--- src/rtl/pid_sched_if.sv ---
`default_nettype none
// ============================================================================
//  Module   : pid_sched_if
//  Brief    : Register bus between a host and the PID scheduler. Each
//             channel has four registers, addressed as {channel, reg}.
//  Revision : 1.0  initial release
// ============================================================================
interface pid_sched_if #(
    parameter int aw = 1
);
    logic            bus_we;
    logic [aw+1:0]   bus_addr;
    logic [31:0]     bus_wdata;
    logic [31:0]     bus_rdata;

    modport master (output bus_we, output bus_addr, output bus_wdata, input bus_rdata);
    modport slave  (input bus_we, input bus_addr, input bus_wdata, output bus_rdata);
endinterface
`default_nettype wire

--- src/rtl/pid_sched.sv ---
`default_nettype none
// ============================================================================
//  Module   : pid_sched
//  Brief    : Per-channel setpoint, gain and output register file that sits
//             around a time-shared PID datapath. It computes a saturated
//             error for the channel being served and captures the datapath
//             result on each rising edge of ce.
//  Options  : PID_SCHED_SLEW_EN - the effective setpoint moves toward the
//             target by at most 'rate' on each capture of its channel.
//  Revision : 1.0  initial release
// ============================================================================
module pid_sched #(
    parameter int aw = 1,
    parameter int ew = 24,
    parameter int ow = 12,
    parameter int cw = 6
) (
    input  wire                         clk_pid,
    input  wire                         reset_n,
    pid_sched_if.slave                  bus,
    input  wire [(2**aw)*ew-1:0]        pos,
    input  wire [aw-1:0]                a,
    input  wire                         ce,
    input  wire [ow-1:0]                m_k_out,
    output logic signed [ew-1:0]        error,
    output logic signed [cw-1:0]        KP,
    output logic signed [cw-1:0]        KI,
    output logic signed [cw-1:0]        KD,
    output logic [(2**aw)*ow-1:0]       m_out,
    output logic [(2**aw)-1:0]          upd
);
    localparam int C_AN = 2**aw;
    // Symmetric clamp: the most negative code is never produced.
    localparam logic signed [ew:0] C_EMAX = {2'b00, {(ew-1){1'b1}}};
    localparam logic signed [ew:0] C_EMIN = -C_EMAX;

    logic signed [ew-1:0] target_q [C_AN];
    logic signed [ew-1:0] target_d [C_AN];
    logic        [17:0]   gains_q  [C_AN];
    logic        [17:0]   gains_d  [C_AN];
    logic [C_AN-1:0]      en_q, en_d;
    logic signed [ew-1:0] sp_q     [C_AN];
    logic signed [ew-1:0] sp_d     [C_AN];
    logic signed [ow-1:0] mout_q   [C_AN];
    logic signed [ow-1:0] mout_d   [C_AN];
    logic [C_AN-1:0]      upd_q, upd_d;
    logic signed [ew-1:0] error_q, error_d;
    logic                 ce_q, ce_d;
    logic                 arm_q, arm_d;   // set once ce has been seen low after reset
`ifdef PID_SCHED_SLEW_EN
    logic        [15:0]   rate_q   [C_AN];
    logic        [15:0]   rate_d   [C_AN];
`endif

    logic [aw-1:0]        w_ch;
    logic [1:0]           w_reg;
    logic                 w_cap;
    logic signed [ew-1:0] w_pos    [C_AN];
    logic signed [ew-1:0] w_sp_a;
    logic signed [ew:0]   w_diff;
    logic                 w_unused_ok;

    assign w_ch        = bus.bus_addr[aw+1:2];
    assign w_reg       = bus.bus_addr[1:0];
    assign w_unused_ok = ^bus.bus_wdata;

`ifdef PID_SCHED_SLEW_EN
    // One slew step: jump to target when within rate (or rate is zero).
    function automatic logic signed [ew-1:0] slew_step(
        input logic signed [ew-1:0] tgt,
        input logic signed [ew-1:0] cur,
        input logic [15:0]          rate
    );
        logic signed [ew:0] d;
        logic signed [ew:0] mag;
        logic signed [ew:0] r;
        d   = {tgt[ew-1], tgt} - {cur[ew-1], cur};
        mag = d[ew] ? -d : d;
        r   = (ew+1)'(rate);
        if (rate == 16'd0 || mag <= r)
            slew_step = tgt;
        else if (d[ew])
            slew_step = cur - r[ew-1:0];
        else
            slew_step = cur + r[ew-1:0];
    endfunction
`endif

    // Host register writes; reg 3 is read-only.
    always_comb begin
        for (int i = 0; i < C_AN; i++) begin
            target_d[i] = target_q[i];
            gains_d[i]  = gains_q[i];
`ifdef PID_SCHED_SLEW_EN
            rate_d[i]   = rate_q[i];
`endif
        end
        en_d = en_q;
        if (bus.bus_we) begin
            case (w_reg)
                2'd0: target_d[w_ch] = bus.bus_wdata[ew-1:0];
                2'd1: gains_d[w_ch]  = bus.bus_wdata[17:0];
                2'd2: begin
                    en_d[w_ch] = bus.bus_wdata[0];
`ifdef PID_SCHED_SLEW_EN
                    rate_d[w_ch] = bus.bus_wdata[23:8];
`endif
                end
                default: ;
            endcase
        end
    end

    // Error, capture and effective-setpoint tracking for the served channel.
    always_comb begin
        for (int i = 0; i < C_AN; i++)
            w_pos[i] = pos[i*ew +: ew];
        w_cap = ce & ~ce_q & arm_q;
        ce_d  = ce;
        arm_d = arm_q | ~ce;
`ifdef PID_SCHED_SLEW_EN
        w_sp_a = sp_q[a];
`else
        w_sp_a = target_q[a];
`endif
        w_diff = {w_sp_a[ew-1], w_sp_a} - {w_pos[a][ew-1], w_pos[a]};
        if (!en_q[a])
            error_d = '0;
        else if (w_diff > C_EMAX)
            error_d = C_EMAX[ew-1:0];
        else if (w_diff < C_EMIN)
            error_d = C_EMIN[ew-1:0];
        else
            error_d = w_diff[ew-1:0];
        upd_d = '0;
        for (int i = 0; i < C_AN; i++) begin
            if (w_cap && a == aw'(i))
                upd_d[i] = 1'b1;
            if (!en_q[i])
                mout_d[i] = '0;
            else if (w_cap && a == aw'(i))
                mout_d[i] = m_k_out;
            else
                mout_d[i] = mout_q[i];
            // Disabled channels track position so enabling is bumpless.
            if (!en_q[i])
                sp_d[i] = w_pos[i];
            else begin
`ifdef PID_SCHED_SLEW_EN
                if (w_cap && a == aw'(i))
                    sp_d[i] = slew_step(target_q[i], sp_q[i], rate_q[i]);
                else
                    sp_d[i] = sp_q[i];
`else
                sp_d[i] = target_q[i];
`endif
            end
        end
    end

    // State registers.
    always_ff @(posedge clk_pid or negedge reset_n) begin
        if (!reset_n) begin
            for (int i = 0; i < C_AN; i++) begin
                target_q[i] <= '0;
                gains_q[i]  <= '0;
                sp_q[i]     <= '0;
                mout_q[i]   <= '0;
`ifdef PID_SCHED_SLEW_EN
                rate_q[i]   <= '0;
`endif
            end
            en_q    <= '0;
            upd_q   <= '0;
            error_q <= '0;
            ce_q    <= 1'b0;
            arm_q   <= 1'b0;
        end else begin
            for (int i = 0; i < C_AN; i++) begin
                target_q[i] <= target_d[i];
                gains_q[i]  <= gains_d[i];
                sp_q[i]     <= sp_d[i];
                mout_q[i]   <= mout_d[i];
`ifdef PID_SCHED_SLEW_EN
                rate_q[i]   <= rate_d[i];
`endif
            end
            en_q    <= en_d;
            upd_q   <= upd_d;
            error_q <= error_d;
            ce_q    <= ce_d;
            arm_q   <= arm_d;
        end
    end

    // Combinational register readback.
    always_comb begin
        case (w_reg)
            2'd0: bus.bus_rdata = 32'(target_q[w_ch]);
            2'd1: bus.bus_rdata = 32'(gains_q[w_ch]);
`ifdef PID_SCHED_SLEW_EN
            2'd2: bus.bus_rdata = {8'd0, rate_q[w_ch], 7'd0, en_q[w_ch]};
`else
            2'd2: bus.bus_rdata = {31'd0, en_q[w_ch]};
`endif
            default: bus.bus_rdata = 32'(mout_q[w_ch]);
        endcase
    end

    // Output packing and gain selection for the served channel.
    always_comb begin
        for (int i = 0; i < C_AN; i++)
            m_out[i*ow +: ow] = mout_q[i];
    end

    assign upd   = upd_q;
    assign error = error_q;
    assign KP    = cw'($signed(gains_q[a][5:0]));
    assign KI    = cw'($signed(gains_q[a][11:6]));
    assign KD    = cw'($signed(gains_q[a][17:12]));
endmodule
`default_nettype wire

--- src/flat_wrapper.sv ---
// flat-port wrapper written by rule: the top's interface ports become plain ports
module pid_sched_flat 
#(
    parameter int aw = 1,
    parameter int ew = 24,
    parameter int ow = 12,
    parameter int cw = 6
)
  (clk_pid, reset_n, pos, a, ce, m_k_out, error, KP, KI, KD, m_out, upd, bus_bus_we, bus_bus_addr, bus_bus_wdata, bus_bus_rdata);
  pid_sched_if #(.aw(aw)) bus_i ();
  input  wire clk_pid;
  input  wire reset_n;
  input  wire [(2**aw)*ew-1:0] pos;
  input  wire [aw-1:0] a;
  input  wire ce;
  input  wire [ow-1:0] m_k_out;
  output logic signed [ew-1:0] error;
  output logic signed [cw-1:0] KP;
  output logic signed [cw-1:0] KI;
  output logic signed [cw-1:0] KD;
  output logic [(2**aw)*ow-1:0] m_out;
  output logic [(2**aw)-1:0] upd;
  input wire logic [$bits(bus_i.bus_we)-1:0] bus_bus_we;
  input wire logic [$bits(bus_i.bus_addr)-1:0] bus_bus_addr;
  input wire logic [$bits(bus_i.bus_wdata)-1:0] bus_bus_wdata;
  output wire logic [$bits(bus_i.bus_rdata)-1:0] bus_bus_rdata;
  assign bus_i.bus_we = bus_bus_we;
  assign bus_i.bus_addr = bus_bus_addr;
  assign bus_i.bus_wdata = bus_bus_wdata;
  assign bus_bus_rdata = bus_i.bus_rdata;
  pid_sched #(.aw(aw), .ew(ew), .ow(ow), .cw(cw)) u_core (.clk_pid(clk_pid), .reset_n(reset_n), .bus(bus_i), .pos(pos), .a(a), .ce(ce), .m_k_out(m_k_out), .error(error), .KP(KP), .KI(KI), .KD(KD), .m_out(m_out), .upd(upd));
endmodule
--- config.mk ---
export PLATFORM = sky130hd
export DESIGN_NAME = pid_sched_flat
export DESIGN_NICKNAME = d
export VERILOG_FILES = /design/src/rtl/pid_sched_if.sv /design/src/rtl/pid_sched.sv /design/src/flat_wrapper.sv
export SDC_FILE = /design/constraint.sdc
export NUM_CORES = 1
export LEC_CHECK = 0
export ABC_AREA = 1
export CORE_ASPECT_RATIO = 1.75
export CORE_MARGIN = 2
export CORE_UTILIZATION = 49
export CTS_BUF_LIST = sky130_fd_sc_hd__clkbuf_8 sky130_fd_sc_hd__clkbuf_16
export CTS_CLUSTER_DIAMETER = 120
export DETAILED_ROUTE_END_ITERATION = 8
export DONT_BUFFER_PORTS = 1
export HOLD_SLACK_MARGIN = 0.15
export PLACE_DENSITY = 0.73
export SLEW_MARGIN = 20
export SYNTH_ARGS = -nofsm -noshare
export SYNTH_HDL_FRONTEND = slang
export SYNTH_SLANG_ARGS = --single-unit
--- constraint.sdc ---
create_clock -name clk_pid -period 3.75 [get_ports clk_pid]
set_clock_uncertainty 0.05 [all_clocks]
set_input_delay 0.9375 -clock clk_pid [delete_from_list [all_inputs] [get_ports clk_pid]]
set_output_delay 0.9375 -clock clk_pid [all_outputs]
set_load 0.03 [all_outputs]
==> results of run 1 <==
stage by stage:
step                power [mW]  area, um2  utilization (%)  setup slack [ns]
CTS                       5.56       9650             55.8             0.445
detailed placement        3.93       9060             52.4            0.0358
global placement          3.89       9060             52.4            0.0813
floorplan                 3.48       8570                -            0.0364
finish                    5.56       9700             56.1             0.447
global route              5.92       9700             56.1             0.226
cell type report:
cell class / count / share of cell area (%)
Clock buffer: 18 / 4.53
Clock inverter: 13 / 1.22
Inverter: 183 / 7.08
Multi-Input combinational cell: 842 / 42.8
Sequential cell: 138 / 35.6
Tap cell: 231 / 2.98
Timing Repair Buffer: 65 / 5.78
cell usage in the layout (no fill, tap or decap), types with 2 or more instances in the layout:
cell type / netlist / layout
o22ai_1: 20 / 20
nand3b_1: 6 / 6
clkinv_2: 0 / 4
ha_1: 24 / 24
o21bai_1: 2 / 2
o21ai_0: 164 / 162
nand4_1: 12 / 12
nand2_1: 371 / 371
o211ai_1: 8 / 8
dlygate4sd3_1: 0 / 6
nor3_1: 4 / 4
buf_4: 10 / 55
nor2_1: 68 / 68
clkinv_4: 0 / 4
nand3_1: 47 / 47
clkbuf_16: 0 / 17
inv_1: 183 / 182
a21oi_1: 61 / 61
o221ai_1: 10 / 10
nand2_2: 6 / 6
dfrtp_1: 138 / 138
nor2_2: 4 / 4
inv_6: 0 / 3
a21oi_2: 3 / 3
xor2_1: 2 / 2
mux2i_1: 22 / 22
o21ai_1: 1 / 2
buf_12: 0 / 3
worst reg2reg max path, cell delays in order (launching register included):
cell and delay [ns]:
dfrtp_1 0.34, inv_1 0.05, nand2_1 0.05, o21ai_0 0.12, ha_1 0.26, fa_1 0.43, inv_1 0.10, nand3_1 0.09
nand3_1 0.12, nand2_1 0.08, nand2_1 0.09, nand2_1 0.10, nand2_1 0.09, nand3_1 0.07, nand3_1 0.08, xor2_1 0.25
inv_1 0.15, nand2_2 0.10, buf_12 0.15, a21oi_1 0.08
power by group through the flow:
stage | combinational, mW | clock, mW | sequential [mW]
after floorplan | 1.33 | 0 | 2.16
after global placement | 1.69 | 0 | 2.20
after detailed placement | 1.72 | 0 | 2.20
after CTS | 1.75 | 1.63 | 2.18
after global routing | 2.01 | 1.69 | 2.21
final | 1.77 | 1.61 | 2.18
state kept, by name, indices dropped and copies added, names as in the netlist:
register,count
u_core.arm_q,1
u_core.ce_q,1
u_core.en_q,2
u_core.error,24
u_core.gains_q,36
u_core.m_out,24
u_core.target_q,48
u_core.upd,2
per-layer routing:
metal	global-route usage [%]	vias to the layer above	routed length [um]
met2	47.5	336	12700
met3	5.27	74	1640
met4	13.0	0	1180
li1	-	3966	-
met5	0	-	0
met1	29.3	3732	9100
final timing paths:
path	startpoint	endpoint	slack [ns]	depth (start not counted)
setup reg to reg	u_core.target_q[0]$_DFFE_PN0P_	u_core.error[19]$_DFF_PN0_	0.77	19
min in group clk_pid	u_core.arm_q$_DFF_PN0_	u_core.arm_q$_DFF_PN0_	0.41	2
hold / removal	reset_n	u_core.m_out[17]$_DFFE_PN0P_	0.35	1
hold reg to reg	u_core.arm_q$_DFF_PN0_	u_core.arm_q$_DFF_PN0_	0.41	2
setup / recovery	bus_bus_addr[2]	bus_bus_rdata[15]	0.45	5
max in group asynchronous	reset_n	u_core.target_q[18]$_DFFE_PN0P_	1.97	1
cells by family after synthesis:
kind of cell,Yosys count,synth area share [%]
flops,138,40.3
mux,22,2.57
fa+ha+maj,25,3.74
buf+inv,245,11.3
simple gates,520,24.5
xor+xnor,4,0.496
compound gates,271,17.0
==> reports/results.tsv, run 1 <==
stage	metric	value	unit
critical_path	crit_path_top_delay_cell	buf_4	
timing	timing.final.crit_share	88.1	%
grt	grt_max_degree	95	
synth	synthFlopType	dfrtp_1	
clocking	cts-hold-fix-buffers	2	
worst_hold_path	hold_class	in -> async	
timing	hold_ws	0.355	ns
synth	syn_area_per_cell	7.00	um2
detailed_routing	wl	24.6	mm
clocking	cts.sinks	138	
final_layout	syn_to_final_growth	13.2	%
pwr	p_comb_share	31.8	%
clocking	post_cts_resized	0	
detailed_routing	first_pass_iters	5	
timing	rsz0062_at_grt	no	
final_layout	drive_gt1_share	8.50	%
floorplan	fp.dieW	104	um
synth	synth-seq-cells	138	
synth	synth.cells.most_frequent	nand2_1 (371), inv_1 (183), o21ai_0 (164), dfrtp_1 (138), nor2_1 (68)	
timing	relSlewSlack	33.7	%
clocking	clk_pin_slew	0.06	ns
pwr	power.share.clock	28.9	%
grt	grt_use_total	26.2	%
timing	maxSlewViolCount	0	
timing	tightest_slew	0.992	ns
pwr	irDropWorstVdd	0.000471	V
place	place.gp.congestion	0.899	
pwr	switching_share	40.0	%
clocking	post_cts_buffers	0	
synth	synth_async_sr_flop_share	100	%
final_layout	final_nets	1372	
clocking	clock_path_buffers	2	
clocking	cts_htree_levels	4	
critical_path	cpLargestDelayFamily	buffers and inverters	
final_layout	seqCellArea	3450	um2
synth	synth_edf_count	0	
critical_path	cp_slowest_stage_delay	0.40	ns
detailed_routing	route.detailed.drc	0	
final_layout	multi_input_area	4160	um2
critical_path	cp_num_buf_inv	2	
timing	timing.fmax	303	MHz
synth	ys_seq_area_share	40.3	%
clocking	root_buffer	clkbuf_16	
timing	post-route-min-period	3.30	ns
synth	synth.largest_area_cell	dfrtp_1	
critical_path	end_kind	output port	
detailed_routing	vias_per_cell	5.44	
synth	synth_nets	1350	
pwr	power_frac_seq	39.2	%
synth	ys_types	32	
critical_path	startpoint_type	primary input	
synth	ys_warn_count	0	
detailed_routing	ant_nets	0	
final_layout	diodes	0	
floorplan	design.core.area	17300	um2
final_layout	instances_no_fill	1490	
place	port_buffers	0	
synth	synth.most_common_cell	nand2_1	
final_layout	fill_cells	1716	
grt	grt_pass1_wl	38.3	mm
job	cap_viol_max_count	0	
synth	synth_top_area_share	40.3	%
detailed_routing	drt_iter0_drc	583	
pwr	p_int	3.33	mW
timing	finalSetupTns	0	ns
synth	synthesis.area	8570	um2
place	placed_cells	1452	
clocking	cts_tree	built	
floorplan	ios	200	
critical_path	cp_cell_sequence	clkinv_1 > buf_4 > a21oi_1 > o21ai_0 > nand3_1	
critical_path	arrival	2.32	ns
detailed_routing	wl_per_cell	16.5	um
floorplan	die_area	18600	um2
place	hpwl	17.3	mm
grt	grt_overflow	0	
floorplan	die_h	179	um
pwr	p_leak	5.13	nW
pwr	p_sw	2.22	mW
status	status	completed	
critical_path	path_class	in -> out	
critical_path	cp_max_fo	51	
clocking	clk_latency	0.43	ns
critical_path	cp.required	2.76	ns
grt	grt_pass1_vias	7827	
floorplan	num_rows	64	
floorplan	start_util	49.6	%
pwr	p_per_area	573	nW/um2
clocking	cts_made_buffers	17	
synth	ys_top_cells_by_area	dfrtp_1 (40%), nand2_1 (16%), o21ai_0 (9.6%)	
grt	antenna_found_initial	0	
detailed_routing	vias	8108	
synth	netlist_instances	1225	
timing	setup_viol	0	
timing	hold_viol_final	0	
Note: power is estimated with default switching activity, not from simulation.
==> run 2: changes to the inputs <==
--- a/config.mk
+++ b/config.mk
@@ -14,7 +14,6 @@
 export DETAILED_ROUTE_END_ITERATION = 8
 export DONT_BUFFER_PORTS = 1
 export HOLD_SLACK_MARGIN = 0.15
-export PLACE_DENSITY = 0.73
 export SLEW_MARGIN = 20
 export SYNTH_ARGS = -nofsm -noshare
 export SYNTH_HDL_FRONTEND = slang
==> run 2 against run 1 <==
Against the previous run:
- power increased by 7.1%
- core utilization grew 0.95 points
- count of clock-buffer cells in the layout unchanged
- routed wire length increased by 0.83%
- sequential share of layout area shrank 0.59 points
- non-clock buffer count rose by 5
- cell count grew 0.34%
- critical path depth rose by 14
- final area rose by 1.7%
- combinational power up 2%
- worst hold slack worse by 0.18 ns
- largest cell class unchanged
==> reports/results.tsv, run 2 (same netlist as run 1, synthesis figures left out) <==
stage	metric	value	unit
status	status	completed	
final_layout	layout_common_cells	nand2_1 (371), inv_1 (183), o21ai_0 (162)	
place	place_ws	-0.0923	ns
critical_path	startpoint_type	primary input	
critical_path	path_class	in -> reg	
clocking	root_buffer	clkbuf_16	
critical_path	cp_num_buf_inv	5	
final_layout	top_register	u_core.target_q	
place	hpwl	18.0	mm
grt	grt_overflow	0	
final_layout	largest_reg_flops	48	
timing	maxSlewViolCount	0	
final_layout	drive_gt1_share	9.02	%
grt	grt_max_degree	119	
floorplan	start_util	49.6	%
timing	setup_viol	0	
detailed_routing	met3_length	1.17	mm
floorplan	die_area	18600	um2
detailed_routing	wl_met2	13.3	mm
grt	grt_pass1_wl	39.3	mm
job	cap_viol_max_count	0	
timing	finalSetupTns	0	ns
timing	post-route-min-period	3.43	ns
clocking	clk_pin_slew	0.06	ns
timing	relSlewSlack	43.4	%
grt	grt_pass1_vias	7782	
timing	hold_viol_final	0	
floorplan	design.core.area	17300	um2
final_layout	syn_to_final_growth	15.1	%
timing	timing.final.crit_share	91.6	%
timing	rsz0062_at_grt	no	
critical_path	end_kind	flop	
timing	timing.fmax	291	MHz
critical_path	worstSetupPathDepth	19	
critical_path	rr_worst_depth	19	
detailed_routing	route.detailed.drc	0	
detailed_routing	vias	8047	
critical_path	cpLargestDelayFamily	simple AND/OR/NAND/NOR gates	
detailed_routing	wl	24.8	mm
floorplan	num_rows	64	
final_layout	fill_cells	1761	
pwr	p_per_area	603	nW/um2
floorplan	fp.dieW	104	um
clocking	cts_htree_levels	4	
final_layout	largest_registers	u_core.target_q (48), u_core.gains_q (36)	
critical_path	regToRegSetupSlack	0.58	ns
final_layout	final_nets	1377	
clocking	cts.sinks	138	
detailed_routing	wl_per_cell	16.6	um
detailed_routing	drt_iter0_drc	486	
critical_path	arrival	3.68	ns
clocking	cts_made_buffers	17	
timing	hold_ws	0.173	ns
detailed_routing	ant_nets	0	
final_layout	final_util	57.1	%
clocking	clock_path_buffers	2	
critical_path	cp_slowest_stage_delay	0.45	ns
final_layout	diodes	0	
critical_path	cp_max_fo	94	
floorplan	ios	200	
pwr	p_leak	5.21	nW
clocking	cts_tree	built	
detailed_routing	top_layer	met4	
detailed_routing	vias_per_cell	5.38	
place	port_buffers	0	
timing	tightest_slew	0.846	ns
critical_path	crit_path_top_delay_cell	fa_1	
detailed_routing	wl_met1	9.59	mm
grt	grt_use_total	27.2	%
place	place.gp.congestion	0.939	
floorplan	die_h	179	um
pwr	finalPower	5.95	mW
detailed_routing	first_pass_iters	5	
worst_hold_path	hold_class	in -> async	
pwr	irDropWorstVdd	0.000351	V
clocking	post_cts_buffers	0	
critical_path	cp.required	3.99	ns
final_layout	final_common_cell	nand2_1	
grt	antenna_found_initial	0	
clocking	clk_latency	0.42	ns
timing	worst_slack	0.316	ns
critical_path	cp_cell_sequence	inv_1 > or2_2 > o21ai_0 > inv_1 > fa_1 > inv_1 > nand3_1 > nand3_1 > nand2_1 > nand2_1 > nand2_1 > nand2_1 > nand3_1 > nand3_1 > xor2_1 > inv_1 > nand2_2 > buf_12 > a21oi_1	
==> run 2: path summary, 6_finish.rpt <==
| check | from | to |
|---|---|---|
| max | a | u_core.error[13]$_DFF_PN0_ |
| min | reset_n | u_core.error[0]$_DFF_PN0_ |
| max reg2reg | u_core.target_q[0]$_DFFE_PN0P_ | u_core.error[13]$_DFF_PN0_ |
| min reg2reg | u_core.arm_q$_DFF_PN0_ | u_core.arm_q$_DFF_PN0_ |
| max in group asynchronous | reset_n | u_core.error[1]$_DFF_PN0_ |
| min in group clk_pid | u_core.arm_q$_DFF_PN0_ | u_core.arm_q$_DFF_PN0_ |
==> run 2: layer usage <==
| layer | GRT usage [%] | up-vias |
|---|---|---|
| met4 | 11.1 | 0 |
| met5 | 0 | - |
| met1 | 30.0 | 3781 |
| li1 | - | 3977 |
| met2 | 50.9 | 248 |
| met3 | 5.27 | 41 |
==> run 2: power breakdown <==
group,leakage (nW),switching (mW),internal [mW]
combinational,3.10,1.14,0.663
sequential,1.77,0.404,1.78
clock,0.334,0.638,1.32
==> run 2: area by class of cell <==
| cell class | count | area, um2 | area share [%] |
|---|---|---|---|
| Sequential cell | 138 | 3450 | 35.0 |
| Clock buffer | 18 | 439 | 4.45 |
| Clock inverter | 13 | 248 | 2.51 |
| Inverter | 183 | 687 | 6.96 |
| Tap cell | 231 | 289 | 2.93 |
| Timing Repair Buffer | 70 | 596 | 6.04 |
| Multi-Input combinational cell | 842 | 4160 | 42.1 |
==> run 2: what timing repair did <==
action / in CTS / in global routing
resized for setup: 0 / 0
endpoints found under the hold margin: 18 / 1
hold buffers: 2 / 1
==> run 2: stage by stage <==
step	instance area (um2)	cells
finish	9870	1495
global route	9870	1495
CTS	9860	1494
detailed placement	9150	1461
global placement	9150	1461
floorplan	8570	1225
==> run 3: changes to the inputs <==
--- a/config.mk
+++ b/config.mk
@@ -7,7 +7,6 @@
 export LEC_CHECK = 0
 export ABC_AREA = 1
 export CORE_ASPECT_RATIO = 1.75
-export CORE_MARGIN = 2
 export CORE_UTILIZATION = 49
 export CTS_BUF_LIST = sky130_fd_sc_hd__clkbuf_8 sky130_fd_sc_hd__clkbuf_16
 export CTS_CLUSTER_DIAMETER = 120
==> run 3 against run 2 <==
Against the previous run:
- highest routed layer unchanged
- first-iteration DRC count up 3.7%
- non-clock buffer count fell by 1
- power down 4.4%
- combinational power hardly changed
- largest power group unchanged
- critical endpoint is now u_core.error[22]$_DFF_PN0_
- via count shrank 0.96%
- clock power is 13% lower
==> reports/results.tsv, run 3 (same netlist as run 1, synthesis figures left out) <==
stage	metric	value	unit
pwr	p_comb_share	31.7	%
grt	grt_use_total	28.7	%
detailed_routing	drt_iter0_drc	504	
pwr	finalPower	5.69	mW
critical_path	regToRegSetupSlack	0.63	ns
timing	worst_slack	0.424	ns
final_layout	largest_registers	u_core.target_q (48), u_core.gains_q (36)	
pwr	p_per_area	580	nW/um2
critical_path	reg2reg_to	u_core.error[22]$_DFF_PN0_	
clocking	clock_path_buffers	2	
final_layout	largest_reg_flops	48	
floorplan	die_h	177	um
detailed_routing	ant_nets	0	
timing	hold_ws	0.174	ns
floorplan	num_rows	63	
timing	hold_viol_final	0	
final_layout	layout_common_cells	nand2_1 (371), inv_1 (185), o21ai_0 (162)	
detailed_routing	route.detailed.drc	0	
pwr	power_frac_seq	38.3	%
clocking	cts_tree	built	
timing	timing.fmax	301	MHz
clocking	cts_made_buffers	17	
floorplan	start_util	50.3	%
clocking	cts.sinks	138	
detailed_routing	wl	24.6	mm
timing	maxSlewViolCount	0	
detailed_routing	first_pass_iters	5	
pwr	p_int	3.49	mW
floorplan	ios	200	
critical_path	cp_max_fo	94	
critical_path	r2r_start	u_core.target_q[0]$_DFFE_PN0P_	
pwr	p_sw	2.19	mW
job	cap_viol_max_count	0	
place	place_ws	-0.00227	ns
pwr	power.share.clock	30.0	%
critical_path	end_kind	flop	
pwr	p_leak	5.19	nW
timing	setup_viol	0	
final_layout	diodes	0	
timing	timing.final.crit_share	88.7	%
critical_path	arrival	3.57	ns
final_layout	final_common_cell	nand2_1	
critical_path	cp.required	3.99	ns
detailed_routing	wl_per_cell	16.5	um
worst_hold_path	hold_class	in -> async	
critical_path	path_class	in -> reg	
critical_path	startpoint_type	primary input	
floorplan	design.core.area	17000	um2
floorplan	fp.dieW	102	um
final_layout	drive_gt1_share	9.02	%
timing	relSlewSlack	57.7	%
detailed_routing	vias	7970	
clocking	root_buffer	clkbuf_16	
clocking	cts_htree_levels	4	
timing	rsz0062_at_grt	no	
place	port_buffers	0	
grt	grt_max_degree	112	
place	hpwl	17.9	mm
status	status	completed	
timing	tightest_slew	0.632	ns
pwr	irDropWorstVdd	0.000316	V
final_layout	top_register	u_core.target_q	
floorplan	die_area	18000	um2
critical_path	rr_worst_depth	19	
grt	grt_pass1_vias	7706	
timing	finalSetupTns	0	ns
final_layout	final_util	57.6	%
clocking	post_cts_resized	0	
detailed_routing	vias_per_cell	5.35	
clocking	clk_pin_slew	0.06	ns
timing	post-route-min-period	3.33	ns
grt	antenna_found_initial	0	
final_layout	final_nets	1376	
final_layout	fill_cells	1728	
pwr	switching_share	38.6	%
final_layout	syn_to_final_growth	14.5	%
grt	grt_pass1_wl	39.1	mm
grt	grt_overflow	0	
clocking	clk_latency	0.42	ns
place	place.gp.congestion	0.892	
-- run 3: cell count changes in the layout (fill, tap and decap cells not counted) --
cell           delta
bufinv_16         -4
buf_12            +4
buf_4             -3
inv_1             +2
clkinvlp_4        +1
dlygate4sd3_1     -2
clkinv_2          +1
clkinv_4          +1
-- run 3: how the worst max path moves through the flow --
stage	start	end	depth (start not counted)
2_1_floorplan	a	u_core.error[3]$_DFF_PN0_	21
3_3_place_gp	a	u_core.error[22]$_DFF_PN0_	19
3_5_place_dp	a	u_core.error[22]$_DFF_PN0_	19
4_1_cts	a	u_core.error[22]$_DFF_PN0_	19
5_1_grt	a	u_core.error[15]$_DFF_PN0_	22
6_report	a	u_core.error[22]$_DFF_PN0_	19
-- run 3: worst max-delay path: stages --
cell     delay [ns]
inv_1          0.05
or2_2          0.26
o21ai_0        0.11
inv_1          0.09
fa_1           0.45
inv_1          0.10
nand3_1        0.09
nand3_1        0.14
nand2_1        0.09
nand2_1        0.10
nand2_1        0.10
nand2_1        0.09
nand3_1        0.07
nand3_1        0.08
xor2_1         0.24
inv_1          0.19
nand2_2        0.13
buf_12         0.15
a21oi_1        0.07
-- run 3: cell type report --
cell class | instances | area (um2) | share of cell area (%)
sequential | 138 | 3450 | 35.2
tap | 227 | 284 | 2.90
clock buffer | 18 | 439 | 4.48
clock inverter | 14 | 156 | 1.59
inverter | 183 | 687 | 7.00
timing repair buffer | 69 | 633 | 6.45
multi-input combinational | 842 | 4160 | 42.4
-- run 3: power groups by stage --
stage	sequential [mW]	combinational, mW	clock, mW
finish	2.18	1.80	1.70
global route	2.23	2.03	1.79
CTS	2.18	1.81	1.73
detailed placement	2.20	1.79	0
global placement	2.20	1.77	0
floorplan	2.16	1.33	0
-- run 3: metal layers --
| layer | global-route usage [%] | share of wire (%) | wire length [um] |
|---|---|---|---|
| met2 | 51.0 | 52 | 12800 |
| met3 | 5.61 | 4.1 | 1020 |
| met4 | 11.7 | 3.4 | 846 |
| met5 | 0 | 0 | 0 |
| met1 | 32.9 | 40 | 9970 |
-- run 3: repair_timing --
| action | CTS | global route |
|---|---|---|
| buffers inserted | 0 | 0 |
| endpoints found under the hold margin | 28 | 2 |
| hold buffers | 1 | 1 |
-- run 3: stage by stage --
step | cells | cell area [um2]
after floorplan | 1225 | 8570
after global placement | 1457 | 9180
after detailed placement | 1457 | 9180
after CTS | 1490 | 9800
after global routing | 1491 | 9810
final | 1491 | 9810
